--- src/rtl/parity_step_counter_pkg.sv ---
// Shared encodings for the parity step counter: sequence parity, count
// direction and the per-cycle action chosen by the priority mux.
package parity_step_counter_pkg;

    typedef enum logic {
        MODE_EVEN = 1'b0,
        MODE_ODD  = 1'b1
    } mode_e;

    typedef enum logic {
        DIR_UP   = 1'b0,
        DIR_DOWN = 1'b1
    } dir_e;

    typedef enum logic [2:0] {
        ACT_HOLD,
        ACT_MODE,
        ACT_LOAD,
        ACT_UP,
        ACT_DOWN
    } action_e;

    localparam int STEP = 2;

endpackage

--- src/rtl/parity_limit_calc.sv ---
// Combinational range bounds for the current parity: base is the smallest
// value of that parity, top the largest value of that parity not above lim.
module parity_limit_calc
    import parity_step_counter_pkg::*;
#(
    parameter int WIDTH = 4
) (
    input  logic [WIDTH-1:0] lim,
    input  logic             mode_q,
    output logic [WIDTH-1:0] base,
    output logic [WIDTH-1:0] top
);

    logic [WIDTH-1:0] cand;

    always_comb begin
        // NOTE: every output gets a default before any branch so no latch can be inferred.
        base = {{(WIDTH-1){1'b0}}, mode_q};
        cand = {lim[WIDTH-1:1], mode_q};
        top  = cand;
        // cand only exceeds lim in odd mode with an even lim, so lim >= 2 there.
        if (lim < base) begin
            top = base;
        end else if (cand > lim) begin
            top = cand - WIDTH'(STEP);
        end
    end

endmodule

--- src/rtl/parity_step_counter.sv ---
// Even/odd step-by-two counter with direction, inclusive limit, parallel
// load, enable and a registered wrap pulse. All state is synchronously reset.
module parity_step_counter
    import parity_step_counter_pkg::*;
#(
    parameter int WIDTH = 4
) (
    input  logic             clk,
    input  logic             rst,
    input  logic             en,
    input  logic             mode,
    input  logic             dir,
    input  logic [WIDTH-1:0] lim,
    input  logic             load,
    input  logic [WIDTH-1:0] load_val,
    output logic [WIDTH-1:0] cnt,
    output logic             wrap
);

    logic             mode_q;
    logic [WIDTH-1:0] base;
    logic [WIDTH-1:0] top;
    logic [WIDTH:0]   up_sum;
    logic [WIDTH-1:0] down_diff;
    logic [WIDTH-1:0] load_aligned;
    logic [WIDTH-1:0] cnt_d;
    logic             wrap_d;
    action_e          action;

    parity_limit_calc #(
        .WIDTH(WIDTH)
    ) u_limit (
        .lim    (lim),
        .mode_q (mode_q),
        .base   (base),
        .top    (top)
    );

    assign up_sum       = {1'b0, cnt} + (WIDTH+1)'(STEP);
    assign down_diff    = cnt - WIDTH'(STEP);
    assign load_aligned = {load_val[WIDTH-1:1], mode_q};

    always_comb begin
        action = ACT_HOLD;
        if (mode != mode_q) begin
            action = ACT_MODE;
        end else if (load) begin
            action = ACT_LOAD;
        end else if (en) begin
            action = (dir == DIR_DOWN) ? ACT_DOWN : ACT_UP;
        end
    end

    always_comb begin
        cnt_d  = cnt;
        wrap_d = 1'b0;
        unique case (action)
            ACT_MODE: cnt_d = {{(WIDTH-1){1'b0}}, mode};
            ACT_LOAD: cnt_d = (load_aligned > top) ? top : load_aligned;
            ACT_UP: begin
                // A carry out also wraps, so the sum can never alias to a small value.
                if (cnt >= top || up_sum[WIDTH]) begin
                    cnt_d  = base;
                    wrap_d = 1'b1;
                end else begin
                    cnt_d = up_sum[WIDTH-1:0];
                end
            end
            ACT_DOWN: begin
                if (cnt <= base) begin
                    cnt_d  = top;
                    wrap_d = 1'b1;
                end else if (cnt > top) begin
                    // Limit was lowered beneath the count: snap to the new top.
                    cnt_d = top;
                end else begin
                    cnt_d = down_diff;
                end
            end
            default: cnt_d = cnt;
        endcase
    end

    always_ff @(posedge clk) begin
        // NOTE: registers use non-blocking assignments so every flop samples pre-edge values.
        if (rst) begin
            mode_q <= MODE_EVEN;
            cnt    <= '0;
            wrap   <= 1'b0;
        end else begin
            mode_q <= mode;
            cnt    <= cnt_d;
            wrap   <= wrap_d;
        end
    end

endmodule

--- config.mk ---
export PLATFORM = sky130hd
export DESIGN_NAME = parity_step_counter
export DESIGN_NICKNAME = d
export VERILOG_FILES = /design/src/rtl/parity_step_counter_pkg.sv /design/src/rtl/parity_limit_calc.sv /design/src/rtl/parity_step_counter.sv
export SDC_FILE = /design/constraint.sdc
export NUM_CORES = 1
export LEC_CHECK = 0
export CELL_PAD_IN_SITES_DETAIL_PLACEMENT = 0
export CELL_PAD_IN_SITES_GLOBAL_PLACEMENT = 1
export CORE_MARGIN = 3
export CORE_UTILIZATION = 30
export DETAILED_ROUTE_END_ITERATION = 8
export GPL_TIMING_DRIVEN = 0
export PLACE_DENSITY = 0.79
export SLEW_MARGIN = 20
export SYNTH_ARGS = -nofsm -noshare
export SYNTH_HDL_FRONTEND = slang
export SYNTH_SLANG_ARGS = --single-unit
--- constraint.sdc ---
create_clock -name clk -period 2.15 [get_ports clk]
set_input_delay 0.215 -clock clk [delete_from_list [all_inputs] [get_ports clk]]
set_output_delay 0.215 -clock clk [all_outputs]
set_load 0.005 [all_outputs]
== Word level (Yosys, flattened, before mapping) ==
Index checks and enable logic that the tools add are counted.
Widths: inputs -> output; s select.

* Bits in registers: 6
* Output and inout bits: 5
* Logic and storage cells: 33

* $add $sub $neg: 3
* Order comparisons: 6
* Equal/unequal tests: 5
* Mux-type cells: 14
* Reduce and logical (&&, ||, !) cells: 2

{| class="wikitable"
|+ Operators with widths
! kind !! count
|-
| $mux 4 || 6
|-
| $pmux 4 s4 || 1
|-
| $gt 4x4->1 || 3
|-
| $mux 3 || 4
|-
| $sub 4x2->4 const B || 2
|-
| $eq 3x2->1 const B || 2
|-
| $add 4x2->5 const B || 1
|-
| $ge 4x4->1 || 1
|-
| $le 4x1->1 || 1
|-
| $lt 4x1->1 || 1
|-
| $reduce_bool 4->1 || 1
|-
| $eq 3x1->1 const B || 1
|-
| $eq 3x3->1 const B || 1
|-
| $mux 1 || 2
|-
| $pmux 1 s2 || 1
|-
| $logic_or 1x1->1 || 1
|-
| $ne 1x1->1 || 1
|}

== Depth between registers and ports, before layout ==
Gate-level depths: netlist of run 1.

* Word-level depth: 7
* Gate-level depth with buffers: 12

== Hierarchy ==
From an unflattened synthesis of run 1, not the netlist that was laid out.

* Cell total of the unflattened synthesis: 125
* Area, all modules: 967.2 um^2

{| class="wikitable"
|+ By module, submodules not included
! module !! instances !! cells an instance !! area an instance (um^2) !! sequential area each (um^2)
|-
| parity_step_counter || 1 || 107 || 839.6 || 120.1
|-
| parity_limit_calc || 1 || 18 || 127.6 || 0.0
|}

== Worst setup path after synthesis of run 1 ==
Ideal clock, no wire load.

* Path kind: register to register
* From: register mode_q
* To: register cnt[3]
* Arrival: 2.263 ns
* Path slack: -0.247 ns
* Cell stages (with the launch flop): 12
* Clock period less this slack: 2.397 ns
* Cell sequence: dfxtp_1 and2b_2 nand2_1 mux2_2 inv_1 ha_1 a21oi_1 a41o_2 and3_1 a32o_1 o22ai_1 a41oi_2

* Word-level cells in the longest chain between the ends: 7

{| class="wikitable"
|+ RTL lines
! element !! line !! text
|-
| start: declaration || parity_step_counter.sv:20 || <nowiki>logic mode_q;</nowiki>
|-
| start signal: assignment || parity_step_counter.sv:91 || <nowiki>mode_q <= mode;</nowiki>
|-
| $sub 4x2->4 or $gt 4x4->1 (tied branches) || parity_limit_calc.sv:25, parity_limit_calc.sv:24 ||
|-
| $mux 4 || parity_limit_calc.sv:24 || <nowiki>end else if (cand > lim) begin</nowiki>
|-
| $mux 4 || parity_limit_calc.sv:22 || <nowiki>if (lim < base) begin</nowiki>
|-
| $gt 4x4->1 or $ge 4x4->1 (tied branches) || parity_step_counter.sv:73, parity_step_counter.sv:62 ||
|-
| $mux 4 or $logic_or 1x1->1 (tied branches) || parity_step_counter.sv:73, parity_step_counter.sv:62 ||
|-
| $mux 4 (on tied branches) || parity_step_counter.sv:70, parity_step_counter.sv:62 ||
|-
| $pmux 4 s4 || parity_step_counter.sv:57 || <nowiki>unique case (action)</nowiki>
|-
| end signal: assignment || parity_step_counter.sv:92 || <nowiki>cnt <= cnt_d;</nowiki>
|-
| end: declaration || parity_step_counter.sv:16 || <nowiki>output logic [WIDTH-1:0] cnt,</nowiki>
|}

Several ways; a longest one is shown, not always the timed one.
A chain may end at the register's enable or synchronous reset.

== Final worst setup path of run 1 ==
Same ends and word-level chain as after synthesis.

==> flow_metrics.tcl, run 1 <==
set metrics [dict create \
    status "finished with violations" \
    violations "setup timing" \
    ys_seq_area_share_pct 16.6 \
    finalCritPeriodShare_pct 109 \
    path_cells "and2b_2, nand2_2, mux2_4, inv_4, ha_4, a21oi_4, a41o_2, and3_4, a32o_1, o22ai_2, a41oi_2" \
    initial_utilization_pct 32.1 \
    cts_buffer_depth 2 \
    setup_viol 4 \
    syn_avg_cell_area_sq_um 8.14 \
    synth_top_family_by_area "compound AO/OA/AOI/OAI gates" \
    worst_path_largest_cell_delay_ns 0.34 \
    cts_made_buffers 3 \
    nNetsFinal 143 \
    synth_ff_type "dfxtp_1" \
    finClkSkew_ns 0.00451 \
    grt_pass1_wl_mm 3.42 \
    cts.sink_count 6 \
    overflow 0 \
    drt_iter0_markers 17 \
    place_hpwl_mm 1.46 \
    area_growth_pct 60.8 \
    tightest_slew_ns 0.378 \
    netlist_area_sq_um 724 \
    htreeDepth 1 \
    cell_internal_pwr_uw 341 \
    layout-drive-gt1-share_pct 39.3 \
    drc_errors 0 \
    muxShareOfSynthArea_pct 3.11 \
    die_h_um 55.1 \
    r2r_end "cnt[3]$_SDFFE_PP0P_" \
    max_clock_freq_ghz 0.428 \
    grt_pass1_vias 773 \
    crit_type "register to register" \
    seq_power_share_pct 25.4 \
    clockPowerShare_pct 20.1 \
    die-area_sq_um 3040 \
    maxSlewViolCount 0 \
    fin_hold_ws_ns 0.546 \
    timing.final.ws_setup_ns -0.189 \
    worstPathArrival_ns 2.46 \
    cellPowerDensity_nw_per_um2 466 \
    synth_xor_area_share_pct 2.25 \
    regArea_sq_um 124 \
    cp-start-kind "register" \
    pre_cts_ws_ns -0.663 \
    die_x_um 55.1 \
    n_antenna_cell 0 \
    slew_headroom_pct 74.5 \
    rsz0062_at_grt "yes" \
    cts_tree "built" \
    synth_nets 113 \
    hold_violations 0 \
    crit_fanout 5 \
    wirelength_mm 2.10 \
    port_buffers 17 \
    drt-pass1-iter-count 4 \
    antenna_left 0 \
    synth_compound_gate_area_share_pct 30.2 \
    p_leak_uw 0.000447 \
    r2r_cells 11 \
    grt_max_degree 8 \
    final.min_clock_period_ns 2.34 \
    swShare_pct 37.2 \
    synth_simple_gate_area_share_pct 24.7 \
    wl_per_cell_um 14.5 \
    r2r_slack_ns -0.19 \
    synth-seq-cells 6 \
    slowest_stage "dfxtp_4" \
    end_kind "register" \
    pin_count 19 \
    max-vdd-ir-drop_mv 0.305 \
    layout_commonest_cell "clkdlybuf4s50_1" \
    via_count 786 \
    fillers 232 \
    clkTransAtPathRegs_ns 0.05 \
    multi_input_area_sq_um 712 \
    rows 17 \
    clkLatencyLatePin_ns 0.25 \
    grt_antenna_before_repair 0 \
    timing.max_cap.violations 0 \
    root_buffer "clkbuf_4" \
    coreArea_sq_um 2250 \
    hp-class "register to register" \
    synthAdderAreaFrac_pct 17.3 \
    synth_cells 89 \
    cp.required_ns 2.27 \
    mostFrequentLayoutCells "14 x clkdlybuf4s50_1, 8 x buf_4, 7 x inv_1" \
    crit_end "cnt[3]$_SDFFE_PP0P_" \
    synth.distinct_cells 35 \
    switchingPower_uw 202 \
    async_reset_ff_share_pct 0 \
    ys.warnings.count 0 \
    pwr-share-comb_pct 54.5 \
    cp-startpoint "mode_q$_SDFF_PP0_" \
    vias_per_cell 5.42 \
    synth_edf_count 0 \
    gp_congestion 0.750 \
    grt_util_all_layers_pct 15.8 \
    reg2reg_from "mode_q$_SDFF_PP0_" \
]
## how the worst min path moves through the flow
stage	from	end	slack, ns	depth (start not counted)
floorplan	rst	mode_q$_SDFF_PP0_	0.27	1
global placement	cnt[0]$_SDFFE_PP0P_	cnt[0]$_SDFFE_PP0P_	0.53	2
detailed placement	cnt[0]$_SDFFE_PP0P_	cnt[0]$_SDFFE_PP0P_	0.54	2
CTS	cnt[0]$_SDFFE_PP0P_	cnt[0]$_SDFFE_PP0P_	0.54	2
global route	cnt[0]$_SDFFE_PP0P_	cnt[0]$_SDFFE_PP0P_	0.59	2
finish	cnt[0]$_SDFFE_PP0P_	cnt[0]$_SDFFE_PP0P_	0.55	2
## Yosys cell counts (2+ instances only)
| cell type | instances | area (sq um) |
|---|---|---|
| a21oi_1 | 5 | 25.0 |
| a32oi_1 | 2 | 17.5 |
| and2b_2 | 2 | 17.5 |
| and3_1 | 2 | 12.5 |
| dfxtp_1 | 6 | 120 |
| ha_1 | 10 | 125 |
| inv_1 | 10 | 37.5 |
| mux2_2 | 2 | 22.5 |
| nand2_1 | 7 | 26.3 |
| nand3_1 | 5 | 25.0 |
| nor2_1 | 3 | 11.3 |
| nor2b_1 | 2 | 12.5 |
| nor3_1 | 2 | 10.0 |
| nor3b_1 | 2 | 15.0 |
| o2111ai_1 | 2 | 17.5 |
| o21ai_0 | 6 | 30.0 |
| o22a_1 | 2 | 17.5 |
| o22ai_1 | 2 | 12.5 |
## power by group through the flow
stage	sequential [uW]	clock, uW	combinational [uW]
after floorplan	137	0	144
after global placement	140	0	217
after detailed placement	140	0	221
after CTS	137	112	287
after global routing	140	121	321
final	138	109	296
## sequential cells by signal, summed over array words and instances, names as in the netlist
register / cells
mode_q: 1
wrap: 1
cnt: 4
## stage by stage
stage / instances / instance area, sq um / setup TNS (ns) / power, uW / util [%]
6_report: 145 / 1160 / -0.527 / 543 / 51.7
5_1_grt: 145 / 1160 / -0.975 / 581 / 51.7
4_1_cts: 145 / 1150 / -0.600 / 536 / 51.1
3_5_place_dp: 134 / 971 / -2.97 / 362 / 43.1
3_3_place_gp: 134 / 971 / -2.92 / 357 / 43.1
2_1_floorplan: 89 / 766 / -0.140 / 282 / -
## critical path, delay by kind of cell, from the launching register on
kind / cells / cell delay, ns
simple gates: 3 / 0.50
buf+inv: 1 / 0.07
compound gates: 5 / 0.83
fa+ha+maj: 1 / 0.16
flops: 1 / 0.34
mux: 1 / 0.32
## routing by layer
metal / vias to the layer above / part of all wire (%) / track usage, %
li1: 398 / - / -
met1: 368 / 46 / 19.5
met2: 20 / 51 / 27.2
met3: 0 / 3.3 / 4.02
met4: 0 / 0 / 3.64
met5: - / 0 / 0
## kinds of logic (layout without fill, tap and decap cells)
family | Yosys count | in the layout
mux | 2 | 2
buf+inv | 11 | 39
xor+xnor | 1 | 1
fa+ha+maj | 10 | 10
simple gates | 30 | 30
compound gates | 29 | 29
flops | 6 | 6
## what timing repair did
item,CTS,global route
hold buffers,0,0
gates cloned,0,0
setup endpoints to repair,5,4
pin swaps,14,7
setup buffers,8,0
resized for setup,22,3
## area by class of cell
class	instances	share of cell area, %
Multi-Input combinational cell	72	61.1
Timing Repair Buffer	25	19.4
Sequential cell	6	10.6
Inverter	10	3.44
Tap cell	28	3.01
Clock buffer	3	1.93
Buffer	1	0.430
No activity file was read; power rests on OpenSTA's default activity.
==> inputs of run 2 (changes only) <==
- PLACE_DENSITY: 0.79 -> 0.73
==> run 2 against run 1 <==
Critical endpoint unchanged. Largest cell class unchanged. Power is 0.14% lower. The flow still finishes with violations (setup timing). Combinational power hardly changed. Clock power hardly changed. Largest power group unchanged. Count of clock-buffer cells in the layout stayed put. Non-clock buffer count is 3 lower. First-iteration DRC count is 29% lower. Critical path type unchanged.
==> flow_metrics.tcl, run 2 (same netlist as run 1, synthesis figures left out) <==
set metrics [dict create \
    p_leak_uw 0.000441 \
    port_buffers 17 \
    post-place-cells 134 \
    cp-start-kind "register" \
    r2r_cells 10 \
    max-vdd-ir-drop_mv 0.281 \
    cts_buffer_depth 2 \
    reg_top3 "cnt x4, mode_q x1, wrap x1" \
    clkLatencyLatePin_ns 0.26 \
    clockPowerShare_pct 20.6 \
    worst_path_largest_cell_delay_ns 0.33 \
    finalCritPeriodShare_pct 108 \
    critPathBufInv 0 \
    hold_start "cnt[0]$_SDFFE_PP0P_" \
    switchingPower_uw 207 \
    swShare_pct 38.3 \
    coreArea_sq_um 2250 \
    die_h_um 55.1 \
    timing.final.ws_setup_ns -0.179 \
    r2r_end "cnt[3]$_SDFFE_PP0P_" \
    crit_fanout 5 \
    gp_congestion 0.843 \
    cp_top_family "compound AO/OA/AOI/OAI gates" \
    violations "setup timing" \
    seq_power_share_pct 25.3 \
    vias_per_cell 5.55 \
    fillers 229 \
    cts.sink_count 6 \
    hold_violations 0 \
    end_kind "register" \
    mostFrequentLayoutCells "14 x clkdlybuf4s50_1, 7 x inv_1, 6 x ha_1" \
    regArea_sq_um 124 \
    reg2reg_from "mode_q$_SDFF_PP0_" \
    finClkSkew_ns 0.00811 \
    clkTransAtPathRegs_ns 0.05 \
    hold_buffers 0 \
    cell_internal_pwr_uw 335 \
    timing.max_cap.violations 0 \
    status "finished with violations" \
    tightest_slew_ns 0.436 \
    layout-drive-gt1-share_pct 38.6 \
    grt_util_all_layers_pct 16.0 \
    final_cells 142 \
    drc_errors 0 \
    whs_path_depth 2 \
    drt_iter0_markers 12 \
    area_growth_pct 59.2 \
    slew_headroom_pct 70.8 \
    cellPowerDensity_nw_per_um2 470 \
    initial_utilization_pct 32.1 \
    pwr-share-comb_pct 54.2 \
    grt_pass1_wl_mm 3.48 \
    cts_made_buffers 3 \
    regMostFlops "cnt" \
    multi_input_area_sq_um 723 \
    setup_viol 4 \
    finalSetupTns_ns -0.598 \
    r2r_slack_ns -0.18 \
    power_uw 542 \
    n_antenna_cell 0 \
    cp.required_ns 2.28 \
    die-area_sq_um 3040 \
    rsz0062_at_grt "yes" \
    wl_per_cell_um 14.4 \
    overflow 0 \
    crit_type "register to register" \
    root_buffer "clkbuf_4" \
    rows 17 \
    via_count 788 \
    holdPathEnd "cnt[0]$_SDFFE_PP0P_" \
    drt-pass1-iter-count 4 \
    pin_count 19 \
    max_clock_freq_ghz 0.429 \
    htreeDepth 1 \
    grt_pass1_vias 779 \
    wirelength_mm 2.05 \
    slowest_stage "dfxtp_4" \
    antenna_left 0 \
    grt_antenna_before_repair 0 \
    worstPathArrival_ns 2.46 \
    hp-class "register to register" \
    layout_commonest_cell "clkdlybuf4s50_1" \
    grt_max_degree 8 \
    place_hpwl_mm 1.46 \
    final.min_clock_period_ns 2.33 \
    maxSlewViolCount 0 \
    cts_tree "built" \
    largest_reg_flops 4 \
    nNetsFinal 140 \
    path_cells "and2b_2, o21ai_0, a22o_4, ha_4, nor2b_4, o21ai_1, a32oi_2, or2b_1, o2111ai_2, a41oi_2" \
    die_x_um 55.1 \
]
run 2: layer usage:
layer | vias to the layer above | part of all wire, % | track usage [%]
li1 | 397 | - | -
met1 | 371 | 43 | 18.8
met2 | 18 | 51 | 28.5
met3 | 2 | 4.5 | 5.09
met4 | 0 | 0.49 | 2.43
met5 | - | 0 | 0
run 2: tightest hold or removal path, cell delays in order, from the launching register on:
cell and delay [ns]:
dfxtp_1 0.32, a21oi_1 0.11, a311oi_1 0.06
run 2: how the worst max path moves through the flow:
stage	startpoint	end	slack, ns	cells after the start
5_1_grt	mode_q$_SDFF_PP0_	cnt[2]$_SDFFE_PP0P_	-0.27	11
2_1_floorplan	mode_q$_SDFF_PP0_	cnt[3]$_SDFFE_PP0P_	-0.08	10
3_3_place_gp	lim[1]	cnt[2]$_SDFFE_PP0P_	-0.66	13
6_report	mode_q$_SDFF_PP0_	cnt[3]$_SDFFE_PP0P_	-0.18	10
4_1_cts	mode_q$_SDFF_PP0_	cnt[3]$_SDFFE_PP0P_	-0.15	11
3_5_place_dp	lim[1]	cnt[3]$_SDFFE_PP0P_	-0.68	11
run 2: repair_timing:
| item | 4_1_cts | 5_1_grt |
|---|---|---|
| setup buffers | 5 | 0 |
| gates cloned | 0 | 0 |
| endpoints found under the setup margin | 5 | 5 |
| endpoints found under the hold margin | 0 | 0 |
| pin swaps | 11 | 2 |
| gates resized for setup | 25 | 2 |
run 2: power groups by stage:
stage | Sequential [uW] | Clock (uW) | Combinational [uW]
3_5_place_dp | 140 | 0 | 221
2_1_floorplan | 137 | 0 | 144
3_3_place_gp | 139 | 0 | 218
6_report | 137 | 112 | 294
4_1_cts | 137 | 111 | 282
5_1_grt | 139 | 119 | 320
run 2: area by class of cell:
type | count | share of cell area, %
inverters | 10 | 3.47
well taps | 28 | 3.04
repair buffers | 22 | 17.7
clock buffers | 3 | 1.95
flip-flops and latches | 6 | 10.7
plain buffers | 1 | 0.434
multi-input cells | 72 | 62.7
run 2: stage by stage:
step                      setup WS, ns  hold slack, ns  cell area, sq um  util, %
after detailed placement        -0.681           0.540               971     43.1
after global placement          -0.664           0.532               971     43.1
after CTS                       -0.152           0.548              1140     50.7
after floorplan                -0.0754           0.274               766        -
final                           -0.179           0.543              1150     51.2
after global routing            -0.267           0.570              1150     51.2
==> inputs of run 3 (changes only) <==
- GPL_ROUTABILITY_DRIVEN: unset -> 0
==> results of run 3 <==
Final layout, timing and power as in run 2 (identical DEF).
